==> config.mk <==
export PLATFORM = sky130hd
export DESIGN_NAME = trigger_hit_scaler
export DESIGN_NICKNAME = d
export VERILOG_FILES = /design/src/rtl/trigger_scaler_pkg.sv /design/src/rtl/trig_beat_power.sv /design/src/rtl/trigger_hit_scaler.sv
export SDC_FILE = /design/constraint.sdc
export NUM_CORES = 1
export LEC_CHECK = 0
export CAP_MARGIN = 20
export CORE_MARGIN = 1.5
export CORE_UTILIZATION = 29
export CTS_CLUSTER_DIAMETER = 30
export DETAILED_ROUTE_END_ITERATION = 10
export PLACE_DENSITY = 0.45
export SYNTH_ARGS = -nofsm -noshare
export SYNTH_HDL_FRONTEND = slang
export SYNTH_SLANG_ARGS = --single-unit
==> constraint.sdc <==
create_clock -name aclk -period 5.4 [get_ports aclk]
set_input_delay 1.62 -clock aclk [delete_from_list [all_inputs] [get_ports aclk]]
set_output_delay 1.62 -clock aclk [all_outputs]
set_load 0.005 [all_outputs]
==> src/rtl/trigger_scaler_pkg.sv <==
// Shared widths and sample/beat types for the trigger hit scaler slice.
package trigger_scaler_pkg;

  localparam int NSAMP      = 8;
  localparam int SAMP_W     = 5;
  localparam int MAG_W      = 6;
  localparam int SQ_W       = 9;
  localparam int BEAT_PWR_W = 12;

  typedef logic signed [SAMP_W-1:0] sample_t;
  typedef sample_t [NSAMP-1:0]      beat_t;

endpackage

==> src/rtl/trig_beat_power.sv <==
// Two-stage per-beat reduction: magnitudes and squares, then threshold hit and beat power.
module trig_beat_power
  import trigger_scaler_pkg::*;
(
  input  logic                   clk,
  input  logic                   rst_n,
  input  logic [NSAMP*SAMP_W-1:0] dat,
  input  logic                   vld_in,
  input  logic [SAMP_W-1:0]      thresh,
  output logic                   hit,
  output logic [BEAT_PWR_W-1:0]  beat_pwr,
  output logic                   vld_out
);

  beat_t           beat;
  logic [MAG_W-1:0] mag_c [NSAMP];
  logic [MAG_W-1:0] mag_q [NSAMP];
  logic [SQ_W-1:0]  sq_c  [NSAMP];
  logic [SQ_W-1:0]  sq_q  [NSAMP];
  logic [MAG_W-1:0] ext   [NSAMP];
  logic             vld1;
  logic             hit_c;
  logic [BEAT_PWR_W-1:0] pwr_c;

  assign beat = dat;

  // Sign-extend by one bit first so that -16 maps cleanly to magnitude 16.
  always_comb begin
    for (int unsigned k = 0; k < NSAMP; k++) begin
      ext[k]   = {beat[k][SAMP_W-1], beat[k]};
      mag_c[k] = ext[k][MAG_W-1] ? -ext[k] : ext[k];
      sq_c[k]  = SQ_W'(mag_c[k]) * SQ_W'(mag_c[k]);
    end
  end

  always_comb begin
    hit_c = 1'b0;
    pwr_c = '0;
    for (int unsigned k = 0; k < NSAMP; k++) begin
      hit_c = hit_c | (mag_q[k] > MAG_W'(thresh));
      pwr_c = pwr_c + BEAT_PWR_W'(sq_q[k]);
    end
  end

  always_ff @(posedge clk or negedge rst_n) begin
    if (!rst_n) begin
      for (int unsigned k = 0; k < NSAMP; k++) begin
        mag_q[k] <= '0;
        sq_q[k]  <= '0;
      end
      vld1     <= 1'b0;
      hit      <= 1'b0;
      beat_pwr <= '0;
      vld_out  <= 1'b0;
    end else begin
      for (int unsigned k = 0; k < NSAMP; k++) begin
        mag_q[k] <= mag_c[k];
        sq_q[k]  <= sq_c[k];
      end
      vld1     <= vld_in;
      hit      <= hit_c;
      beat_pwr <= pwr_c;
      vld_out  <= vld1 & vld_in;
    end
  end

endmodule

==> src/rtl/trigger_hit_scaler.sv <==
// Threshold trigger with holdoff, plus gated saturating trigger scaler and power accumulator.
module trigger_hit_scaler
  import trigger_scaler_pkg::*;
#(
  parameter int CNT_W    = 16,
  parameter int PWR_W    = 32,
  parameter int PERIOD_W = 24
) (
  input  logic                    aclk,
  input  logic                    aresetn,
  input  logic [NSAMP*SAMP_W-1:0] dat_i,
  input  logic                    enable_i,
  input  logic [SAMP_W-1:0]       thresh_i,
  input  logic [7:0]              holdoff_i,
  input  logic [PERIOD_W-1:0]     period_i,
  output logic                    trig_o,
  output logic [CNT_W-1:0]        count_o,
  output logic [PWR_W-1:0]        power_o,
  output logic                    stats_valid_o
);

  logic                  hit2;
  logic                  vld2;
  logic [BEAT_PWR_W-1:0] beat_pwr2;
  logic [7:0]            hold_cnt;
  logic [PERIOD_W-1:0]   beat_cnt;
  logic [CNT_W-1:0]      acc_cnt;
  logic [PWR_W-1:0]      acc_pwr;
  logic [CNT_W-1:0]      cnt_next;
  logic [PWR_W:0]        pwr_sum;
  logic [PWR_W-1:0]      pwr_next;
  logic                  trig;
  logic                  terminal;

  trig_beat_power u_beat (
    .clk      (aclk),
    .rst_n    (aresetn),
    .dat      (dat_i),
    .vld_in   (enable_i),
    .thresh   (thresh_i),
    .hit      (hit2),
    .beat_pwr (beat_pwr2),
    .vld_out  (vld2)
  );

  // Decided combinationally off stage 2 so the pulse lands two cycles after the input beat.
  assign trig   = enable_i & vld2 & hit2 & (hold_cnt == '0);
  assign trig_o = trig;

  always_comb begin
    cnt_next = (acc_cnt == '1) ? acc_cnt : acc_cnt + CNT_W'(trig);
    pwr_sum  = {1'b0, acc_pwr} + (PWR_W+1)'(beat_pwr2);
    pwr_next = pwr_sum[PWR_W] ? '1 : pwr_sum[PWR_W-1:0];
    terminal = (beat_cnt >= period_i - PERIOD_W'(1));
  end

  always_ff @(posedge aclk or negedge aresetn) begin
    if (!aresetn) begin
      hold_cnt <= '0;
    end else if (!enable_i) begin
      hold_cnt <= '0;
    end else if (trig) begin
      hold_cnt <= holdoff_i;
    end else if (vld2 && hold_cnt != '0) begin
      hold_cnt <= hold_cnt - 8'd1;
    end
  end

  always_ff @(posedge aclk or negedge aresetn) begin
    if (!aresetn) begin
      beat_cnt      <= '0;
      acc_cnt       <= '0;
      acc_pwr       <= '0;
      count_o       <= '0;
      power_o       <= '0;
      stats_valid_o <= 1'b0;
    end else begin
      stats_valid_o <= 1'b0;
      if (!enable_i || period_i == '0) begin
        beat_cnt <= '0;
        acc_cnt  <= '0;
        acc_pwr  <= '0;
      end else if (vld2) begin
        if (terminal) begin
          count_o       <= cnt_next;
          power_o       <= pwr_next;
          stats_valid_o <= 1'b1;
          beat_cnt      <= '0;
          acc_cnt       <= '0;
          acc_pwr       <= '0;
        end else begin
          beat_cnt <= beat_cnt + PERIOD_W'(1);
          acc_cnt  <= cnt_next;
          acc_pwr  <= pwr_next;
        end
      end
    end
  end

endmodule

# Word-level counts from Yosys, hierarchy flattened
# Index checks and enable logic that the tools add are counted.
[totals]
regBits = 264
input_bits = 80
out_inout_bits = 50
[classes]
add_sub_neg = 20
multipliers = 8
n_lt_le_gt_ge = 9
eq_ne = 2
mux = 25
n_bitwise = 12
reduce_logical = 8
[ops]
columns = ["op", "count"]
rows = [
  ["32-bit 2-to-1 mux", 4],
  ["12-bit by 9-bit adder with 12-bit output", 6],
  ["6-bit by 6-bit multiplier with 9-bit output", 8],
  ["24-bit 2-to-1 mux", 3],
  ["16-bit 2-to-1 mux", 4],
  ["6-bit by 5-bit greater-than comparator with 1-bit output", 8],
  ["6-bit 2-to-1 mux", 8],
  ["6-bit negator", 8],
  ["32-bit by 12-bit adder with 33-bit output", 1],
  ["24-bit by 1-bit adder with 24-bit output (second input constant)", 1],
  ["24-bit >= comparator", 1],
  ["24-bit logical NOT", 1],
  ["8-bit 2-to-1 mux", 3],
  ["24-bit by 1-bit subtractor with 24-bit output (second input constant)", 1],
  ["16-bit by 1-bit adder with 16-bit output", 1],
  ["16-bit == test (second input constant)", 1],
  ["9-bit by 9-bit adder with 10-bit output", 1],
  ["8-bit logical NOT", 1],
  ["8-bit nonzero test", 1],
  ["8-bit by 1-bit subtractor with 8-bit output (second input constant)", 1],
  ["1-bit OR", 7],
  ["1-bit bitwise AND", 4],
  ["1-bit 2-to-1 mux", 3],
  ["3-bit by 1-bit != test with 1-bit output (second input constant)", 1],
  ["other kinds (6)", 6],
]

# Depth between registers and ports, before layout
# Gate-level depths: netlist of run 1.
[logic_depth]
word_depth = 8
depth_mapped = 21
mapped_depth_nobuf = 21

# By module
# A second synthesis of run 1 with hierarchy kept.
[hier_totals]
cells_unflattened = 1928
area_unflattened_um2 = 18223.7
[by_module_without_submodules]
columns = ["module", "instances", "cells_each", "area_per_inst_um2", "seq_area_each_um2"]
rows = [
  ["trig_beat_power", 1, 983, 10052.1, 2977.9],
  ["trigger_hit_scaler", 1, 945, 8171.6, 3228.1],
]

# Worst setup path after synthesis of run 1
# Ideal clock, no wire load.
[synth_path]
kind = "input port to flip-flop"
start = "input port period_i[13]"
end = "register beat_cnt[14]"
setup_ps = 77
arrival_time_ps = 5386
slack_ps = -63
cell_stages = 14
path_buffers = 2
path_cell_list = "or4_1 > or4_4 > nor3_1 > nand2_1 > nor3_1 > xnor2_1 > ha_1 > a21o_1 > a221o_1 > a211oi_1 > clkbuf_1 > buf_1 > nand4b_1 > a21oi_1"
[synth_between]
elab_chain_len = 5
elab_cells_between_ends = 8
classes_between = "add/sub: 1; order compare: 1; mux: 3; reduce/logical: 3"
[synth_lines]
columns = ["item", "line", "rtl"]
rows = [
  ["start: declaration", "trigger_hit_scaler.sv:15", "input logic [PERIOD_W-1:0] period_i,"],
  ["24-bit by 1-bit subtractor with 24-bit output", "trigger_hit_scaler.sv:54", "terminal = (beat_cnt >= period_i - PERIOD_W'(1));"],
  ["24-bit >= comparator", "trigger_hit_scaler.sv:54", ""],
  ["24-bit 2-to-1 mux", "trigger_hit_scaler.sv:84", "if (terminal) begin"],
  ["24-bit 2-to-1 mux", "trigger_hit_scaler.sv:83", "end else if (vld2) begin"],
  ["24-bit 2-to-1 mux", "trigger_hit_scaler.sv:79", "if (!enable_i || period_i == '0) begin"],
  ["end signal: assignment", "trigger_hit_scaler.sv:92", "beat_cnt <= beat_cnt + PERIOD_W'(1);"],
  ["end: declaration", "trigger_hit_scaler.sv:26", "logic [PERIOD_W-1:0] beat_cnt;"],
]
# Parallel ways exist; a longest one is shown, timed or not. The select of a mux whose other input is x is not followed.
# A chain may end at the register's enable or synchronous reset.

# Worst setup path after layout of run 1
[layout_path]
start = "input port period_i[13]"
end = "register beat_cnt[10]"
# The elaborated chain is that of the path after synthesis.

==> run_results.csv, run 1 <==
group,metric,value,unit
run_status,status,"finished clean",
worst_setup_path,crit_path_end_kind,"flip-flop",
global_route,grt_antenna_before_repair,1,
worst_setup_path,startpoint,"period_i[13]",
worst_setup_path,critical_path_class,"input pin to flip-flop",
yosys,yosysSeqAreaShare,0.346,
cts,htreeDepth,3,
sta,fin_crit,5340,ps
cts,clock_latency,590,ps
layout,layout_common_cells,"248 x dfrtp_1, 204 x inv_1, 193 x nand2_1, 173 x ha_1, 163 x buf_4",
route,viasPerCell,4.70,
layout,utilization,0.391,
placement,place_congestion,0.819,
cts,cts_buffers,67,
worst_setup_path,crit_end,"beat_cnt[10]$_DFFE_PN0P_",
layout,final_common_cell,"dfrtp_1",
sta,hold_violations,0,
route,wl_per_cell,15.4,um
global_route,grt_first_pass_wirelength,77900,um
worst_setup_path,crit_arrival,5840,ps
sta,setup_viol,0,
global_route,grt_max_degree,103,
layout,diodes,0,
yosys,synth-edff-count,0,
worst_setup_path,crit_fanout,5,
global_route,first_global_vias,15200,
sta,max_slew_margin,0.295,
cts,cts_root_buf,"clkbuf_16",
route,drt_iter0_drc,668,
route,finalWirelength,47500,um
floorplan,start_util,0.292,
yosys,syn_area,18000,um2
global_route,grt_util_all_layers,0.153,
placement,place_ws,-534,ps
route,drc_errors,0,
route,final_antenna_net_count,0,
sta,period_share,0.989,
route,vias,14500,
floorplan,die_w,252,um
yosys,synth_cell_types,70,
placement,dp.final_hpwl,36000,um
worst_setup_path,worstPathRequired,5900,ps
worst_setup_path,rrSetupSlack,230,ps
power_and_ir_drop,power.density,686,nW/um2
route,firstDrtPassIters,5,
floorplan,rows,91,
sta,clock_skew,27.8,ps
layout,nets,2609,
hold_path,hp-class,"flip-flop to flip-flop",
layout,area_growth,34.0,%
cts,cts_tree,"yes",
floorplan,ios,130,
yosys,yosys_warnings,0,
placement,portBuffers,129,
job,drv_cap,0,
worst_setup_path,r2r_cells,19,
sta,setup_ws,61.2,ps
sta,report.final.slew_viol_count,0,
floorplan,die-area,63400,um2
power_and_ir_drop,vdd_drop_max,1.09,mV
cts,postCtsHoldBufs,0,
floorplan,coreArea,61500,um2
yosys,ys_seq_elements,248,
worst_setup_path,regToRegStartpoint,"u_beat.sq_q[57]$_DFF_PN0_",
placement,placed_area,21600,um2
sta,fmax,187,MHz
worst_setup_path,reg2reg_to,"u_beat.beat_pwr[10]$_DFF_PN0_",
floorplan,die_y,252,um
cts,cts_max_path_buffers,3,
power_and_ir_drop,p_total,0.0165,W
yosys,postSynthCellCount,1887,
cts,cts_sinks,248,
global_route,grt_overflow,0,
power_and_ir_drop,p_leak,11.2,nW
sta,worstMarginPinSlew,1050,ps
layout,final_area,24100,um2
cts,clk_pin_slew,40,ps
yosys,async_flop_share,1.00,
worst_setup_path,cp-start-kind,"input pin",
yosys,ys.flop_type,"dfrtp_1",
yosys,avgSynthCellArea,9.51,um2
layout,drive_above_1_share,0.142,
==> repair_timing <==
action / CTS / global route
gates resized for setup: 1 / 20
buffers inserted: 0 / 6
gates cloned: 0 / 2
pin swaps: 0 / 4
endpoints found under the setup margin: 1 / 107
==> sequential cells by signal, indices dropped and copies added (netlist names), 12 cells and up <==
name and flops:
u_beat.beat_pwr 12, count_o 16, u_beat.sq_q 58, u_beat.mag_q 46
acc_cnt 16, acc_pwr 32, power_o 32, beat_cnt 24
==> report_power, final <==
group / switching, W / internal, W
registers: 0.000141 / 0.00230
logic: 0.00528 / 0.00482
clock network: 0.00124 / 0.00271
==> stage by stage <==
stage               hold slack [ps]  setup TNS [ps]  std cells
finish                          455               0       3092
global route                    477            -237       3092
CTS                             450               0       3084
detailed placement              441          -49560       2963
global placement                441          -39710       2962
floorplan                       434               0       1937
==> worst min-delay path by stage <==
stage / from / end / cells past startpoint
2_1_floorplan: u_beat.vld1$_DFF_PN0_ / u_beat.vld_out$_DFF_PN0_ / 1
3_3_place_gp: u_beat.vld1$_DFF_PN0_ / u_beat.vld_out$_DFF_PN0_ / 1
3_5_place_dp: u_beat.vld1$_DFF_PN0_ / u_beat.vld_out$_DFF_PN0_ / 1
4_1_cts: u_beat.vld1$_DFF_PN0_ / u_beat.vld_out$_DFF_PN0_ / 1
5_1_grt: u_beat.vld1$_DFF_PN0_ / u_beat.vld_out$_DFF_PN0_ / 1
6_report: u_beat.vld1$_DFF_PN0_ / u_beat.vld_out$_DFF_PN0_ / 1
==> critical path, cell delays in order <==
cell and delay [ps]:
clkdlybuf4s50_1 410, or4_4 540, or4_4 470, or3_4 380
and2_1 160, ha_1 310, a211oi_2 250, o21ai_0 120
a221o_2 450, inv_2 80, o211ai_1 170, buf_4 210
buf_6 120, or4_1 460, o21ai_0 80
==> layer usage <==
metal | track usage | vias up | share of wire
met5 | 0 | - | 0.00023
li1 | - | 7198 | -
met1 | 0.196 | 6978 | 0.46
met4 | 0.0498 | 2 | 0.025
met2 | 0.255 | 274 | 0.47
met3 | 0.0330 | 91 | 0.043
==> Yosys cell counts (all sizes together), types with 4 or more instances <==
cell,count,area [um2]
a211oi,21,158
a21o,16,120
a21oi,82,422
a221oi,4,35.0
a22o,9,78.8
a31oi,42,263
and2,20,125
and3,21,131
and4,4,35.0
buf,11,53.8
clkbuf,49,184
dfrtp,248,6210
fa,105,2100
ha,174,2180
inv,207,777
nand2,193,724
nand2b,27,169
nand3,48,240
nand3b,6,45.0
nand4,13,81.3
nor2,96,360
nor2b,21,131
nor3,46,230
nor4,21,131
nor4bb,5,50.1
o211ai,6,45.0
o21a,31,233
o21ai,106,531
o21bai,13,97.6
o22ai,12,75.1
o31a,4,35.0
o31ai,15,118
o41ai,7,61.3
or3,16,100
or4,10,78.8
xnor2,100,876
xor2,29,254
==> logic make-up after synthesis <==
group / after synthesis / synth area share
AO/OA/AOI/OAI: 395 / 0.140
buffers and inverters: 268 / 0.0567
multiplexers: 4 / 0.00237
adder cells (fa/ha/maj): 279 / 0.238
other: 2 / 0.000418
flip-flops: 248 / 0.346
XOR/XNOR: 129 / 0.0629
AND/OR/NAND/NOR: 562 / 0.154
==> final cells by class <==
type / count / area, um2
clock buffer: 89 / 1930
clock inverter: 32 / 377
multi-input combinational: 1421 / 11000
timing repair buffer: 304 / 2740
fill: 6158 / 37400
inverter: 208 / 781
sequential: 248 / 6210
tap: 790 / 988
Power figures use the tool's default switching activity.
==> run 2: changes to the inputs <==
HOLD_SLACK_MARGIN = 0.12   (was unset)
==> results of run 2 <==
The final DEF is identical to that of run 1; final timing and power are the same.
==> run 3: changes to the inputs <==
CORE_MARGIN = unset   (was 1.5)
==> run 3 against run 2 <==
Compared with the run above: setup slack better by 140 ps; total power rose by 5.1%; highest routed layer is now met4; clock power is 10% higher; largest cell class unchanged; clock skew rose by 11 ps; critical endpoint is now beat_cnt[6]$_DFFE_PN0P_; count of clock-buffer cells in the layout is 2 lower; via count fell by 0.72%; die area shrank 0.79%; sequential share of layout area fell by 0.15 points.
==> run_results.csv, run 3 (synthesis gave the netlist of run 1 again) <==
group,metric,value,unit
sta,worstMarginPinSlew,997,ps
layout,drive_above_1_share,0.141,
floorplan,ios,130,
sta,setup_viol,0,
floorplan,start_util,0.295,
global_route,grt_overflow,0,
sta,fin_crit,5200,ps
route,wl_per_cell,15.2,um
run_status,status,"finished clean",
layout,area_growth,34.8,%
power_and_ir_drop,internal-power,0.0103,W
layout,multi_input_area,11000,um2
worst_setup_path,rrSetupSlack,200,ps
cts,clock_latency,600,ps
layout,diodes,0,
power_and_ir_drop,power.density,716,nW/um2
cts,htreeDepth,3,
placement,place_ws,-462,ps
worst_setup_path,crit_fanout,9,
power_and_ir_drop,power_frac_comb,0.608,
cts,postCtsSetupBuffers,0,
cts,clk_pin_slew,40,ps
global_route,busiest_layer,"met2",
hold_path,min_delay_worst_endpoint,"u_beat.vld_out$_DFF_PN0_",
floorplan,die-area,62900,um2
global_route,use_met2,0.270,
layout,layout_common_cells,"248 x dfrtp_1, 205 x inv_1, 192 x nand2_1, 173 x ha_1, 170 x buf_4",
cts,cts_max_path_buffers,3,
global_route,grt_util_all_layers,0.157,
cts,cts_buffers,69,
worst_setup_path,r2r_cells,20,
route,viasPerCell,4.67,
power_and_ir_drop,seqPwrFrac,0.141,
power_and_ir_drop,clkPwrFrac,0.251,
global_route,first_global_vias,15300,
floorplan,die_w,251,um
worst_setup_path,critical_path_class,"input pin to flip-flop",
route,firstDrtPassIters,5,
sta,report.final.slew_viol_count,0,
cts,cts_tree,"yes",
route,vias,14400,
global_route,grt_antenna_before_repair,0,
sta,setup_ws,198,ps
placement,dp.final_hpwl,36400,um
hold_path,holdPathStages,1,
hold_path,hold_start,"u_beat.vld1$_DFF_PN0_",
layout,regMostFlops,"u_beat.sq_q",
sta,hold_violations,0,
placement,portBuffers,129,
sta,period_share,0.963,
worst_setup_path,regToRegStartpoint,"u_beat.sq_q[57]$_DFF_PN0_",
sta,fmax,192,MHz
power_and_ir_drop,p_leak,11.2,nW
layout,utilization,0.398,
cts,postCtsHoldBufs,0,
layout,nets,2612,
route,final_antenna_net_count,0,
sta,clock_skew,38.3,ps
layout,final_common_cell,"dfrtp_1",
global_route,grt_use_met3,0.0333,
placement,place_congestion,0.873,
worst_setup_path,crit_arrival,5700,ps
layout,fillers,5945,
global_route,grt_first_pass_wirelength,78900,um
route,drc_errors,0,
hold_path,hp-class,"flip-flop to flip-flop",
sta,holdWs,454,ps
floorplan,coreArea,60800,um2
worst_setup_path,cp-start-kind,"input pin",
worst_setup_path,reg2reg_to,"u_beat.beat_pwr[11]$_DFF_PN0_",
power_and_ir_drop,vdd_drop_max,1.61,mV
worst_setup_path,crit_path_end_kind,"flip-flop",
layout,reg_top3,"u_beat.sq_q x58, u_beat.mag_q x46",
global_route,grt_max_degree,101,
power_and_ir_drop,swShare,0.404,
power_and_ir_drop,p_switching,0.00700,W
sta,max_slew_margin,0.331,
floorplan,die_y,251,um
cts,cts_root_buf,"clkbuf_16",
cts,cts_sinks,248,
job,drv_cap,0,
route,finalWirelength,47000,um
layout,largest_reg_flops,58,
layout,seq_area,6210,um2
floorplan,rows,90,
global_route,use_met1,0.195,
route,drt_iter0_drc,648,
worst_setup_path,worstPathRequired,5900,ps
run 3: cell count changes in the layout (fill, tap and decap cells not counted), sizes merged:
cell and change:
buf +2, bufinv +7, clkbuf -3, clkinv -1, clkinvlp +2
run 3: layout make-up:
type                            count  share of cell area
Sequential cell                   248               0.256
Timing Repair Buffer              305               0.111
Inverter                          208              0.0323
Tap cell                          782              0.0404
Multi-Input combinational cell   1421               0.455
Clock buffer                       87              0.0796
Clock inverter                     40              0.0247
run 3: critical path, stage by stage:
cell and delay (ps):
clkdlybuf4s50_1 410, or4_1 570, or4_4 460, or3_4 380, nor3_2 180, xnor2_1 150, ha_1 260, nand3_1 130
nor2_1 70, a221o_1 400, inv_1 110, o211ai_1 80, buf_4 180, buf_12 130, or4_1 470, o21ai_0 90
run 3: metal layers:
metal	part of all wire	vias to the layer above
met2	0.49	271
met5	0	-
met3	0.041	72
met1	0.45	6888
met4	0.020	0
li1	-	7208
run 3: repair_timing:
action                                  4_1_cts  5_1_grt
gates resized for setup                       2       15
pin swaps                                     0        1
endpoints found under the setup margin        1       37
run 3: how the worst max path moves through the flow:
stage	startpoint	to	slack, ps	depth (start not counted)
2_1_floorplan	period_i[13]	beat_cnt[1]$_DFFE_PN0P_	40	13
3_5_place_dp	period_i[13]	power_o[27]$_DFFE_PN0P_	-460	16
5_1_grt	u_beat.sq_q[57]$_DFF_PN0_	u_beat.beat_pwr[11]$_DFF_PN0_	-20	20
4_1_cts	u_beat.sq_q[57]$_DFF_PN0_	u_beat.beat_pwr[11]$_DFF_PN0_	100	18
6_report	period_i[13]	beat_cnt[6]$_DFFE_PN0P_	200	16
3_3_place_gp	period_i[13]	beat_cnt[4]$_DFFE_PN0P_	-390	16
run 3: through the flow:
step	setup TNS, ps	power (W)	std cells	instance area [um2]
2_1_floorplan	0	0.00945	1937	18100
3_3_place_gp	-38600	0.0121	2963	21600
3_5_place_dp	-42840	0.0123	2964	21600
4_1_cts	0	0.0169	3091	24100
5_1_grt	-22.4	0.0190	3091	24200
6_report	0	0.0173	3091	24200
run 3: power by group through the flow:
stage | Sequential (W) | Clock [W] | Combinational, W
2_1_floorplan | 0.00242 | 0 | 0.00704
3_3_place_gp | 0.00247 | 0 | 0.00959
3_5_place_dp | 0.00246 | 0 | 0.00982
4_1_cts | 0.00244 | 0.00444 | 0.0100
5_1_grt | 0.00246 | 0.00457 | 0.0120
6_report | 0.00244 | 0.00435 | 0.0105
